==> config.mk <==
export PLATFORM = sky130hd
export DESIGN_NAME = cdda_play_ctrl
export DESIGN_NICKNAME = d
export VERILOG_FILES = /design/src/rtl/cdda_play_ctrl.sv
export SDC_FILE = /design/constraint.sdc
export NUM_CORES = 1
export LEC_CHECK = 0
export ABC_AREA = 0
export BUFFER_PORTS_ARGS = -buffer_cell sky130_fd_sc_hd__buf_4
export CORE_ASPECT_RATIO = 0.5
export CORE_MARGIN = 10
export CORE_UTILIZATION = 50
export CTS_CLUSTER_SIZE = 20
export DETAILED_ROUTE_END_ITERATION = 7
export GPL_ROUTABILITY_DRIVEN = 0
export PLACE_DENSITY_LB_ADDON = 0.25
export SETUP_SLACK_MARGIN = 0.2
export SLEW_MARGIN = 40
export SYNTH_ARGS = -nofsm -noshare
export SYNTH_HDL_FRONTEND = slang
export SYNTH_SLANG_ARGS = --single-unit
==> constraint.sdc <==
create_clock -name CLK -period 5.06 [get_ports CLK]
set_clock_uncertainty 0.2 [all_clocks]
set_input_delay 0.506 -clock CLK [delete_from_list [all_inputs] [get_ports CLK]]
set_output_delay 0.506 -clock CLK [all_outputs]
set_load 0.01 [all_outputs]
==> src/rtl/cdda_play_ctrl.sv <==
// CD-DA playback sequencer: fetches sectors from the image reader and streams words into the sample FIFO.
// Define CDDA_REPEAT_EN to add the REPEAT input, which loops the LBA range instead of finishing.
module cdda_play_ctrl #(
   parameter int unsigned SECTOR_WORDS = 1176,
   parameter int unsigned LBA_WIDTH    = 20
) (
   input  logic                 CLK,
   input  logic                 RESET,
   input  logic                 CMD_PLAY,
   input  logic                 CMD_PAUSE,
   input  logic                 CMD_RESUME,
   input  logic                 CMD_STOP,
   input  logic [LBA_WIDTH-1:0] START_LBA,
   input  logic [LBA_WIDTH-1:0] END_LBA,
   input  logic                 FIFO_REQ,
   output logic                 SECTOR_REQ,
   output logic [LBA_WIDTH-1:0] SECTOR_LBA,
   input  logic                 SECTOR_ACK,
   output logic                 SECTOR_ABORT,
   input  logic                 DATA_VALID,
   input  logic [15:0]          DATA_IN,
`ifdef CDDA_REPEAT_EN
   input  logic                 REPEAT,
`endif
   output logic                 DATA_READY,
   output logic                 WRITE,
   output logic [15:0]          DOUT,
   output logic                 PLAYING,
   output logic                 PAUSED,
   output logic                 DONE,
   output logic [LBA_WIDTH-1:0] CUR_LBA
);

   localparam int unsigned CW = $clog2(SECTOR_WORDS + 1);

   typedef enum logic [2:0] {
      S_IDLE,
      S_WAIT_SPACE,
      S_REQ,
      S_XFER,
      S_PAUSED
   } state_t;

   state_t               state_q, state_d;
   logic [LBA_WIDTH-1:0] start_q, start_d, end_q, end_d;
   logic [LBA_WIDTH:0]   cur_q, cur_d;   // extra MSB records a wrap past all-ones for the end check
   logic [CW-1:0]        cnt_q, cnt_d;
   logic                 write_q, write_d;
   logic [15:0]          dout_q, dout_d;
   logic                 done_q, done_d;
   logic                 abort_q, abort_d;
   logic                 pause_pend_q, pause_pend_d;
   logic                 stop_pend_q, stop_pend_d;
   logic                 restart_q, restart_d;

   logic                 repeat_w;
   logic                 play_cmd, stop_eff, restart_eff, ready, past_end, go_restart;
   logic [LBA_WIDTH-1:0] rs, re;

`ifdef CDDA_REPEAT_EN
   assign repeat_w = REPEAT;
`else
   assign repeat_w = 1'b0;
`endif

   // A PLAY while active behaves as a STOP plus restart, so it also triggers the even-count stop point.
   always_comb begin
      play_cmd    = CMD_PLAY & ~CMD_STOP;
      stop_eff    = stop_pend_q | CMD_STOP | CMD_PLAY;
      restart_eff = ~CMD_STOP & (CMD_PLAY | restart_q);
      ready       = (state_q == S_XFER) && !write_q && (cnt_q < CW'(SECTOR_WORDS))
                    && !(stop_eff && !cnt_q[0]);
      past_end    = cur_q > {1'b0, end_q};
      rs          = play_cmd ? START_LBA : start_q;
      re          = play_cmd ? END_LBA   : end_q;
   end

   always_comb begin
      state_d      = state_q;
      start_d      = start_q;
      end_d        = end_q;
      cur_d        = cur_q;
      cnt_d        = cnt_q;
      write_d      = 1'b0;
      dout_d       = dout_q;
      done_d       = done_q;
      abort_d      = 1'b0;
      pause_pend_d = pause_pend_q;
      stop_pend_d  = stop_pend_q;
      restart_d    = restart_q;
      go_restart   = 1'b0;

      if (play_cmd) begin
         start_d = START_LBA;
         end_d   = END_LBA;
         done_d  = 1'b0;
      end

      case (state_q)
         S_IDLE: begin
            if (play_cmd) go_restart = 1'b1;
         end
         S_WAIT_SPACE: begin
            if (CMD_STOP) begin
               state_d = S_IDLE;
            end else if (play_cmd) begin
               go_restart = 1'b1;
            end else if (past_end) begin
               if (repeat_w) begin
                  cur_d = {1'b0, start_q};
               end else begin
                  done_d  = 1'b1;
                  state_d = S_IDLE;
               end
            end else if (pause_pend_q || CMD_PAUSE) begin
               state_d = S_PAUSED;
            end else if (FIFO_REQ) begin
               state_d = S_REQ;
            end
         end
         S_REQ: begin
            if (CMD_STOP || play_cmd) begin
               abort_d = 1'b1;
               if (play_cmd) go_restart = 1'b1;
               else          state_d    = S_IDLE;
            end else begin
               if (CMD_PAUSE) pause_pend_d = 1'b1;
               if (SECTOR_ACK) begin
                  cnt_d   = '0;
                  state_d = S_XFER;
               end
            end
         end
         S_XFER: begin
            if (ready && DATA_VALID) begin
               write_d = 1'b1;
               dout_d  = DATA_IN;
               cnt_d   = cnt_q + 1'b1;
            end
            if (stop_eff && !write_q && !cnt_q[0]) begin
               abort_d = 1'b1;
               if (restart_eff) go_restart = 1'b1;
               else             state_d    = S_IDLE;
            end else begin
               if (stop_eff) begin
                  stop_pend_d = 1'b1;
                  restart_d   = restart_eff;
               end else if (CMD_PAUSE) begin
                  pause_pend_d = 1'b1;
               end
               if (!write_q && cnt_q == CW'(SECTOR_WORDS)) begin
                  cur_d   = cur_q + 1'b1;
                  state_d = S_WAIT_SPACE;
               end
            end
         end
         S_PAUSED: begin
            if (CMD_STOP)                    state_d    = S_IDLE;
            else if (play_cmd)               go_restart = 1'b1;
            else if (CMD_RESUME && !CMD_PAUSE) state_d  = S_WAIT_SPACE;
         end
         default: state_d = S_IDLE;
      endcase

      if (go_restart) begin
         cur_d        = {1'b0, rs};
         pause_pend_d = 1'b0;
         stop_pend_d  = 1'b0;
         restart_d    = 1'b0;
         if (rs > re) begin
            done_d  = 1'b1;
            state_d = S_IDLE;
         end else begin
            state_d = S_WAIT_SPACE;
         end
      end

      if (state_d == S_IDLE || state_d == S_PAUSED) begin
         pause_pend_d = 1'b0;
         stop_pend_d  = 1'b0;
         restart_d    = 1'b0;
      end
   end

   always_ff @(posedge CLK or posedge RESET) begin
      if (RESET) begin
         state_q      <= S_IDLE;
         start_q      <= '0;
         end_q        <= '0;
         cur_q        <= '0;
         cnt_q        <= '0;
         write_q      <= 1'b0;
         dout_q       <= '0;
         done_q       <= 1'b0;
         abort_q      <= 1'b0;
         pause_pend_q <= 1'b0;
         stop_pend_q  <= 1'b0;
         restart_q    <= 1'b0;
      end else begin
         state_q      <= state_d;
         start_q      <= start_d;
         end_q        <= end_d;
         cur_q        <= cur_d;
         cnt_q        <= cnt_d;
         write_q      <= write_d;
         dout_q       <= dout_d;
         done_q       <= done_d;
         abort_q      <= abort_d;
         pause_pend_q <= pause_pend_d;
         stop_pend_q  <= stop_pend_d;
         restart_q    <= restart_d;
      end
   end

   assign SECTOR_REQ   = (state_q == S_REQ);
   assign SECTOR_LBA   = cur_q[LBA_WIDTH-1:0];
   assign CUR_LBA      = cur_q[LBA_WIDTH-1:0];
   assign SECTOR_ABORT = abort_q;
   assign DATA_READY   = ready;
   assign WRITE        = write_q;
   assign DOUT         = dout_q;
   assign PLAYING      = (state_q == S_WAIT_SPACE) || (state_q == S_REQ) || (state_q == S_XFER);
   assign PAUSED       = (state_q == S_PAUSED);
   assign DONE         = done_q;

endmodule

== After elaboration in Yosys (flattened, before gate mapping) ==
Cells that the tools add are included.
Cells by class
  add/sub/neg operators: 2
  multiply operators: 0
  divide/modulo/power cells: 0
  magnitude comparators: 3
  eq/ne operators: 14
  shifts and indexed selects: 0
  mux-type cells: 62
  bitwise logic cells: 6
  reduce and logical (&&, ||, !) cells: 32
Operators by type and width (number)
  $mux 21: 4
  $mux 3: 15
  $mux 20: 2
  $mux 1: 33
  $mux 11: 3
  $pmux 11 s2: 1
  $add 21x1->21 const B: 1
  $gt 21x20->1: 1
  $gt 20x20->1: 1
  $pmux 3 s5: 1
  $add 11x1->11 const B: 1
  $eq 11x11->1 const B: 1
  $lt 11x11->1 const B: 1
  $logic_and 1x1->1: 9
  $ne 4x4->1 const B: 2
  $reduce_and 4->1: 2
  $eq 3x2->1 const B: 2
  $eq 3x3->1 const B: 2
  $logic_not 3->1: 2
  $ne 2x2->1 const B: 3
  $reduce_and 3->1: 2
  $reduce_bool 2->1: 3
  $reduce_bool 3->1: 2
  $logic_or 1x1->1: 5
  13 further kinds: 20
Storage, ports and cells
  register bits after elaboration: 97
  latch bits: 0
  RAM bits: 0
  memory bits (read-only): 0
  input bits: 65
  logic and storage cells: 131
  memories kept: 0

== Longest topological paths before layout ==
Gate-level depths: netlist of run 1.
  depth in word-level cells: 11
  gate-level depth with buffers: 14
  gate-level depth less buffers: 10

== Least setup slack after synthesis of run 1 ==
OpenSTA, ideal clock, no wires.
  kind: input port to flip-flop
  start: in CMD_PLAY
  end: reg done_q, in the netlist DONE
  setup time: 126 ps
  arrival: 3384 ps
  required time: 4734 ps
  setup slack: 1350 ps
  stages: 13
  path buffers: 4
  path through: buf_2 > nor2b_1 > clkbuf_1 > buf_1 > clkbuf_1 > nor2_1 > a21oi_1 > ha_1 > and4_1 > a221o_1 > a211o_1 > o211a_1 > a221o_1
Between the ends
  longest elaborated chain between the ends: 8
  elaborated cells on any way between the ends: 23
  classes of those cells: order compare (1); mux (15); bitwise (4); reduce/logical (3)
Ends and longest elaborated chain
  from (decl): line 9  | input logic CMD_PLAY,
  parallel branches: the longest is 7 deep, another holds $gt 20x20->1
  $mux 1 (*): line 165  | if (go_restart) begin
  via done_d: line 50  | logic done_q, done_d;
  to (signal assigned): line 207  | done_q <= done_d;
  to (decl): line 50
Mark *: on every way through the listed nets, which the timed path passes.
A chain may end at the register's enable or synchronous reset.

== Worst setup path after layout of run 1 ==
  start: in CMD_PLAY
  end: reg done_q, in the netlist DONE
Between the ends
  elaborated cells on any way between the ends: 23
  classes of those cells: order compare (1); mux (15); bitwise (4); reduce/logical (3)
RTL lines
  $and 1x1->1: line 68  | play_cmd = CMD_PLAY & ~CMD_STOP;
  $mux 20
  via rs[7]: line 58  | logic [LBA_WIDTH-1:0] rs, re;
  $gt 20x20->1: line 170  | if (rs > re) begin
  $mux 1: line 170
  $mux 1: line 165
  via done_d: line 50
The timed path passes the listed nets, and every way through them passes these cells.

==> results of run 1 <==
final timing paths:
kind | endpoint | cells past startpoint | slack (ps) | start
max in group asynchronous | end_q[6] | 3 | 3520 | RESET
setup reg to reg | cnt_q[9] | 5 | 1910 | state_q[2]
setup / recovery | DONE | 11 | 1640 | CMD_PLAY
hold / removal | DOUT[9] | 2 | 80 | RESET
hold reg to reg | DOUT[13] | 2 | 270 | DOUT[13]
min in group CLK | DOUT[3] | 3 | 150 | DATA_IN[3]
critical path: cells and delay by family:
kind	cells	cell delay (ps)
fa+ha+maj	1	290
simple gates	3	830
compound gates	4	890
mux	1	410
buf+inv	2	510
per-stage QoR:
stage / utilization / std cells
2_1_floorplan: - / 643
3_3_place_gp: 0.5927 / 871
3_5_place_dp: 0.5927 / 871
4_1_cts: 0.6200 / 886
5_1_grt: 0.6200 / 886
6_report: 0.6200 / 886
sequential cells by signal (all words and copies together), names as in the netlist:
name,count
start_q,20
cur_q,21
DOUT,16
state_q,3
WRITE,1
restart_q,1
SECTOR_ABORT,1
DONE,1
pause_pend_q,1
cnt_q,11
end_q,20
stop_pend_q,1
cell type report:
cell class	count	area share
Multi-Input combinational cell	435	0.4079
Sequential cell	97	0.3501
Timing Repair Buffer	132	0.1429
Clock buffer	11	0.03646
Tap cell	159	0.02870
Inverter	48	0.02635
Clock inverter	4	0.007580
cells by family after synthesis:
family | count (synthesis)
xor+xnor | 12
flops | 97
simple gates | 230
mux | 22
buf+inv | 111
compound gates | 128
fa+ha+maj | 43
synthesized netlist by cell type, types with 7 or more instances:
cell                        n
sky130_fd_sc_hd__clkbuf_1  12
sky130_fd_sc_hd__nand4_1   11
sky130_fd_sc_hd__and4_1     7
sky130_fd_sc_hd__nand2_1   93
sky130_fd_sc_hd__mux2_2    21
sky130_fd_sc_hd__o21ai_0   40
sky130_fd_sc_hd__nand3_1   14
sky130_fd_sc_hd__a21oi_1   41
sky130_fd_sc_hd__buf_4     40
sky130_fd_sc_hd__buf_2      7
sky130_fd_sc_hd__nor2_1    46
sky130_fd_sc_hd__and3_1     8
sky130_fd_sc_hd__nor3_1    11
sky130_fd_sc_hd__inv_1     48
sky130_fd_sc_hd__dfrtp_1   97
sky130_fd_sc_hd__ha_1      43
sky130_fd_sc_hd__xnor2_1    7
sky130_fd_sc_hd__nor2b_1    8
routing by layer:
metal | routed length (um) | global-route usage | vias to the layer above
li1 | - | - | 2350
met1 | 6796 | 0.2140 | 2302
met2 | 6938 | 0.2902 | 168
met3 | 1081 | 0.05898 | 15
met4 | 156 | 0.04918 | 0
met5 | 0 | 0 | -
power breakdown:
group / internal [W] / switching (W)
clock: 0.000408 / 0.000295
combinational: 0.000283 / 0.000309
sequential: 0.000861 / 0.0000954
total: 0.00155 / 0.000699
==> results list, run 1 <==
- Max Clk Rate: 292.2 MHz
- On the critical path, the stage with the largest delay is an instance of sky130_fd_sc_hd__nor2b_4.
* Setup_tns: 0 ps
- The number of antenna violations at the first check in global routing is 0.
* Hold crit path type: in2async
- Of the post-synthesis cell area, the dominant cell type holds 0.4167.
* Period utilisation layout: 0.6765
- The via count of the first global-routing pass is 4619.
- PnR worst setup slack: 1637 ps
- At the later pin of the worst-skew pair, clock insertion delay measures 340 ps.
- The share of the synthesized area in compound gates (AO/OA/AOI/OAI) is 0.1334.
- In this run the clock root is driven by a sky130_fd_sc_hd__clkbuf_16.
* Placed wire-length estimate: 11250 um
- Residual antenna-violating net count after detailed routing: 0
* Post-route cell area: 6933 sq um
- Crit-path max cell delay: 510 ps
- Nets@finish: 831
- In this run the tool buffered the top-level ports with 127 buffer cells.
* Vias post-DR: 4835
- The initial utilization of the core area, before any placement, comes to 0.5210.
* Static Leak: 3.445 nW
- Diodes inserted: 0
- In this run the worst path has a maximum fanout of 25.
* Synthesized-area fraction occupied by and/or/nand/nor cells: 0.1972
- Tmin final: 3423 ps
- After global routing the overflow that remains totals 0.
* Number of design rule violations left after detail routing: 0
- TritonCTS built the clock tree.
- The final count of hold timing violations was 0.
- The floorplan step defined a die boundary enclosing 16630 sq um.
* Most frequent CP cell: sky130_fd_sc_hd__buf_4
* 1st-pass router iterations: 5
- # setup viols final: 0
* Most common flop cell mapped by yosys: sky130_fd_sc_hd__dfrtp_1
* Req. time, crit path: 5080 ps
* Maximum root-to-sink buffer count: 2
- Hold timing on the final database bottoms out at a slack of 81.25 ps.
* I/O pins: 128
- Post-synthesis sequential element count: 97
- Main combinational cell family by area after synthesis: simple AND/OR/NAND/NOR gates
* Mux cell area share after synthesis: 0.04231
- Clock-pin slew was measured on the worst setup and hold paths at 70 ps.
- TritonCTS created 9 clock buffers.
* Synthesized instance count: 643
* Cell accounting for the most synthesized area: sky130_fd_sc_hd__dfrtp_1
- Setup repair after global routing left no endpoint under its margin.
- Mean instance size in the synthesized netlist: 9.060 sq um
- Startpoint-to-endpoint class of the critical path: in2reg
- The mapped netlist covers 5826 sq um.
* Data arrival, critical path: 3450 ps
* Startpoint type of the worst setup path: primary input
* Setup WS pre-CTS: 1283 ps
- Clock sink count: 97
* Instance area at placement: 6628 sq um
- Die span in x: 172.7 um
- The Yosys step of the flow raised 0 warnings.
- STA classifies the critical path endpoint as a flop.
- Summing all multi-input logic gate instances after layout gives 2828 sq um.
- Async set-or-reset flop fraction in the synthesized netlist: 1.000
* Worst relative slew slack: 0.5298
- For the pin with the worst max-slew slack, the measured transition is 705.2 ps.
- From synthesis to final layout, the design area changed by 19.01%.
- Of the total synthesized cell area, the portion taken by full adders, half adders and majority gates is 0.09235.
* Post-CTS setup-driven buffer insertion count: 0
- Most common library cell in the layout ignoring fill and taps: sky130_fd_sc_hd__buf_4
* Drt via density: 5.457
- The max-slew violation count came to 0.
- Maxcap violations: 0
* Cell breakdown of the critical path: buf_4, nor2b_4, buf_4, mux2_2, ha_1, and4_1, nand4_1, a211oi_1, a211o_1, o211a_1, a221o_1
- Number of buffers inserted by hold repair at cts: 0
- Top post-synthesis cells by area: sky130_fd_sc_hd__dfrtp_1 (42%), sky130_fd_sc_hd__ha_1 (9.2%), sky130_fd_sc_hd__nand2_1 (6.0%)
- Across the whole layout, storage elements account for 2427 sq um.
* Ratio of cells with drive above 1 in the final layout: 0.2490
- Pwr per Cell Area: 324.8 nW/um^2
- In this run, post-CTS repair resized a total of 0 instances.
- Counting the fill cells in the layout gives 975.
- The flow ran to the end, and the final reports show no timing, DRC or antenna violations.
* Count of cell types in the netlist: 61
- The share of the Yosys chip area taken by registers is 0.4167.
- The die is 96.33 um tall.
* Combined global-route utilization of all metal layers: 0.1739
- Floorplan Core Area: 11180 sq um
- Entering global routing, the biggest net connects 56 pins.
- The first global-routing pass estimated 23470 um of wire.
- Max VDD drop: 0.0001741 V
* Total routed wirelength: 14970 um
* Max H-tree Level: 3
- Overall power consumption: 0.002251 W
- Post-synthesis xor/xnor area fraction: 0.01804
- Counting every net in the synthesized netlist gives 751.
* Final routed wire length divided by cell count: 16.90 um
- Number of cell rows: 27
- Number of enable flip-flop cells after synthesis: 0
* Commonest non-fill, non-tap cells in the layout: sky130_fd_sc_hd__buf_4 (132), sky130_fd_sc_hd__dfrtp_1 (97), sky130_fd_sc_hd__nand2_1 (93), sky130_fd_sc_hd__inv_1 (47), sky130_fd_sc_hd__nor2_1 (46)
- First DRT Iteration DRCs: 395
No activity file was read; power rests on OpenSTA's default activity.
==> inputs of run 2 (changes only) <==
==> constraint.sdc (replaced) <==
create_clock -name CLK -period 3.07 [get_ports CLK]
set_clock_uncertainty 0.2 [all_clocks]
set_input_delay 0.307 -clock CLK [delete_from_list [all_inputs] [get_ports CLK]]
set_output_delay 0.307 -clock CLK [all_outputs]
set_load 0.01 [all_outputs]
==> run 2 against run 1 <==
Non-clock buffer count increased by 48; register-to-register slack worse by 1600 ps; sequential power up 62%; sequential cell count unchanged; sequential share of layout area is 2.4 points lower; largest cell class unchanged.
==> results list, run 2 (same netlist as run 1, synthesis figures left out) <==
- Status: finished clean
- Startpoint type of the worst setup path: primary input
- Setup repair after global routing left no endpoint under its margin.
- The setup total negative slack was 0 ps (unchanged).
* First DRT Iteration DRCs: 491 (+24%)
- Clock sink count: 97 (unchanged)
- The total number of placement rows came to 27 (unchanged).
- The flip-flop count of the largest register, all copies and words added is 21 (unchanged).
- The routed via count was 5029 (+4.0%).
* Reg2reg start: cur_q[8]
- The number of antenna violations at the first check in global routing was 1 (+1).
* Setup WS pre-CTS: -29.80 ps (-1313 ps)
- The width of the die is 172.7 um (unchanged).
- Data arrival, critical path: 2790 ps (-660 ps)
* Number of resized instances in the post-cts repair step: 0 (unchanged)
- Maximum root-to-sink buffer count: 2 (unchanged)
* Register ranked first by flip-flop count: cur_q
- The height of the chip came to 96.33 um (unchanged).
- Crit path capture: DONE
- Clock Tree Root: sky130_fd_sc_hd__clkbuf_16
* Final Hold Fails: 0 (unchanged)
- The residual DRC count is 0 (unchanged).
* Ratio of cells with drive above 1 in the final layout: 0.2697 (+0.02071)
- Number of fill cells in the layout: 901 (-7.6%)
- First-pass GRT wire length: 25920 um (+10%)
- The level count of the clock H-tree came to 3 (unchanged).
- Total routed wirelength: 15910 um (+6.3%)
* Clock buffers created by TritonCTS: 9 (unchanged)
- The post-CTS setup repair buffer count was 0 (unchanged).
- Timing would allow up to 361.7 MHz.
* Combined global-route utilization of all metal layers: 0.1904 (+0.01652)
- Max VDD drop: 0.0002823 V (+62%)
- The setup slack of the worst register-to-register path was 320 ps (-1590 ps).
* Depth of the worst register-to-register path: 7 (+2)
* P&R area growth vs syn: 27.75%
- The average wire length per cell after detail routing was 17.02 um (+0.70%).
- The worst hold path belongs to the class in2reg.
* Startpoint-to-endpoint class of the critical path: in2reg
- The area used by multi-input combinational logic is 2907 sq um (+2.8%).
* 1st-pass router iterations: 5 (unchanged)
- The total of hold buffers inserted after clock tree synthesis was 27 (+27).
- TritonCTS clock tree: yes
- Maxcap violations: 0 (unchanged)
* Number of max-slew violations in the final report: 0 (unchanged)
* GR Overflow Total: 0 (unchanged)
* Crit path launch: CMD_STOP
- Clock insertion delay at the later pin of the skew report: 350 ps (about the same)
- Leaving out fill and tap cells, the most frequent cells in the layout are sky130_fd_sc_hd__buf_4 (151), sky130_fd_sc_hd__dfrtp_1 (97), sky130_fd_sc_hd__nand2_1 (93), sky130_fd_sc_hd__inv_1 (47), sky130_fd_sc_hd__nor2_1 (43).
- The storage element area came to 2427 sq um (unchanged).
- The count of final setup violators came to 0 (unchanged).
- Die area: 16630 sq um (unchanged)
- STA classifies the critical path endpoint as a flop.
- The largest registers in the layout are cur_q: 21 flops, end_q: 20 flops, start_q: 20 flops.
* Worst relative slew slack: 0.5152 (-0.01469)
* Nets@finish: 879 (+5.8%)
- Period utilisation layout: 0.9004
* Tmin final: 2764 ps
- The average via count per standard cell was 5.379 (-1.4%).
- The library cell used most frequently in the layout, excluding fill and tap cells, is sky130_fd_sc_hd__buf_4.
- Pwr per Cell Area: 506.2 nW/um^2 (+56%)
- Slew at the pin with the worst max-slew slack: 724.6 ps (+19.36 ps)
* Maximum fanout encountered on the critical timing path: 22 (-12%)
- The maximum number of pins on one net before global-route repair came to 37 (-34%).
- Static Leak: 3.671 nW (+6.6%)
- PnR worst setup slack: 305.6 ps (-1332 ps)
- The count of nets left with antenna violations after detail routing is 0 (unchanged).
- Reg clk slew, reported paths: 60 ps (about the same)
- The top-level port count came to 128 (unchanged).
* Capture point of the worst reg-to-reg path: state_q[2]
- The HPWL after detailed placement is 11680 um (+3.8%).
* Floorplan Core Area: 11180 sq um (unchanged)
* Starting Density: 0.5210 (unchanged)
- Quantity of I/O buffers inserted on ports: 127 (unchanged)
* Number of global-route vias before repair: 5116 (+11%)
* Req. time, crit path: 3090 ps (-1990 ps)
run 2: cell types whose count changed in the layout (fill, tap and decap cells not counted), sizes merged:
| cell | before | now |
|---|---|---|
| inv | 48 | 47 |
| clkinvlp | 3 | 2 |
| dlygate4sd3 | 0 | 27 |
| clkbuf | 11 | 12 |
| buf | 132 | 153 |
| diode | 0 | 1 |
| clkinv | 0 | 1 |
run 2: per-stage QoR:
stage                     hold slack (ps)  total power (W)    util  area (sq um)  std cells
after floorplan                     216.7         0.002289       -          5962        643
after global placement              251.5         0.002604  0.6162          6890        892
after detailed placement            257.4         0.002641  0.6162          6890        892
after CTS                           2.156         0.003780  0.6653          7440        934
after global routing                13.92         0.003989  0.6655          7442        935
final                               6.244         0.003767  0.6655          7442        935
run 2: final cells by class:
class                           count  area share
Multi-Input combinational cell    435      0.3906
Sequential cell                    97      0.3262
Timing Repair Buffer              180      0.1940
Clock buffer                       12     0.03178
Tap cell                          159     0.02673
Inverter                           48     0.02471
Clock inverter                      3    0.005716
Antenna cell                        1   0.0003362
run 2: where the power goes:
group / internal (W) / total (W) / switching (W)
sequential: 0.00142 / 0.00155 / 0.000134
combinational: 0.000542 / 0.00111 / 0.000566
clock: 0.000627 / 0.00111 / 0.000479
run 2: worst max-delay path, stage by stage:
cell and delay [ps]:
sky130_fd_sc_hd__buf_4 120, sky130_fd_sc_hd__nor2b_4 190, sky130_fd_sc_hd__buf_12 210, sky130_fd_sc_hd__mux2_4 350
sky130_fd_sc_hd__ha_4 240, sky130_fd_sc_hd__and4_1 210, sky130_fd_sc_hd__a221o_1 330, sky130_fd_sc_hd__a211o_1 290
sky130_fd_sc_hd__o211a_1 250, sky130_fd_sc_hd__a221o_1 280
run 2: how the worst min path moves through the flow:
| stage | start | end | slack [ps] | depth (start not counted) |
|---|---|---|---|---|
| floorplan | END_LBA[15] | end_q[15] | 220 | 2 |
| global placement | DOUT[7] | DOUT[7] | 250 | 2 |
| detailed placement | RESET | cnt_q[9] | 260 | 2 |
| CTS | END_LBA[6] | end_q[6] | 2 | 3 |
| global route | END_LBA[2] | end_q[2] | 10 | 3 |
| finish | END_LBA[6] | end_q[6] | 6 | 3 |
run 2: layer usage:
metal,up-vias,global-route usage,share of wire
li1,2440,-,-
met2,187,0.3130,0.46
met1,2383,0.2459,0.46
met5,-,0,0
met4,0,0.05203,0.012
met3,19,0.05234,0.071
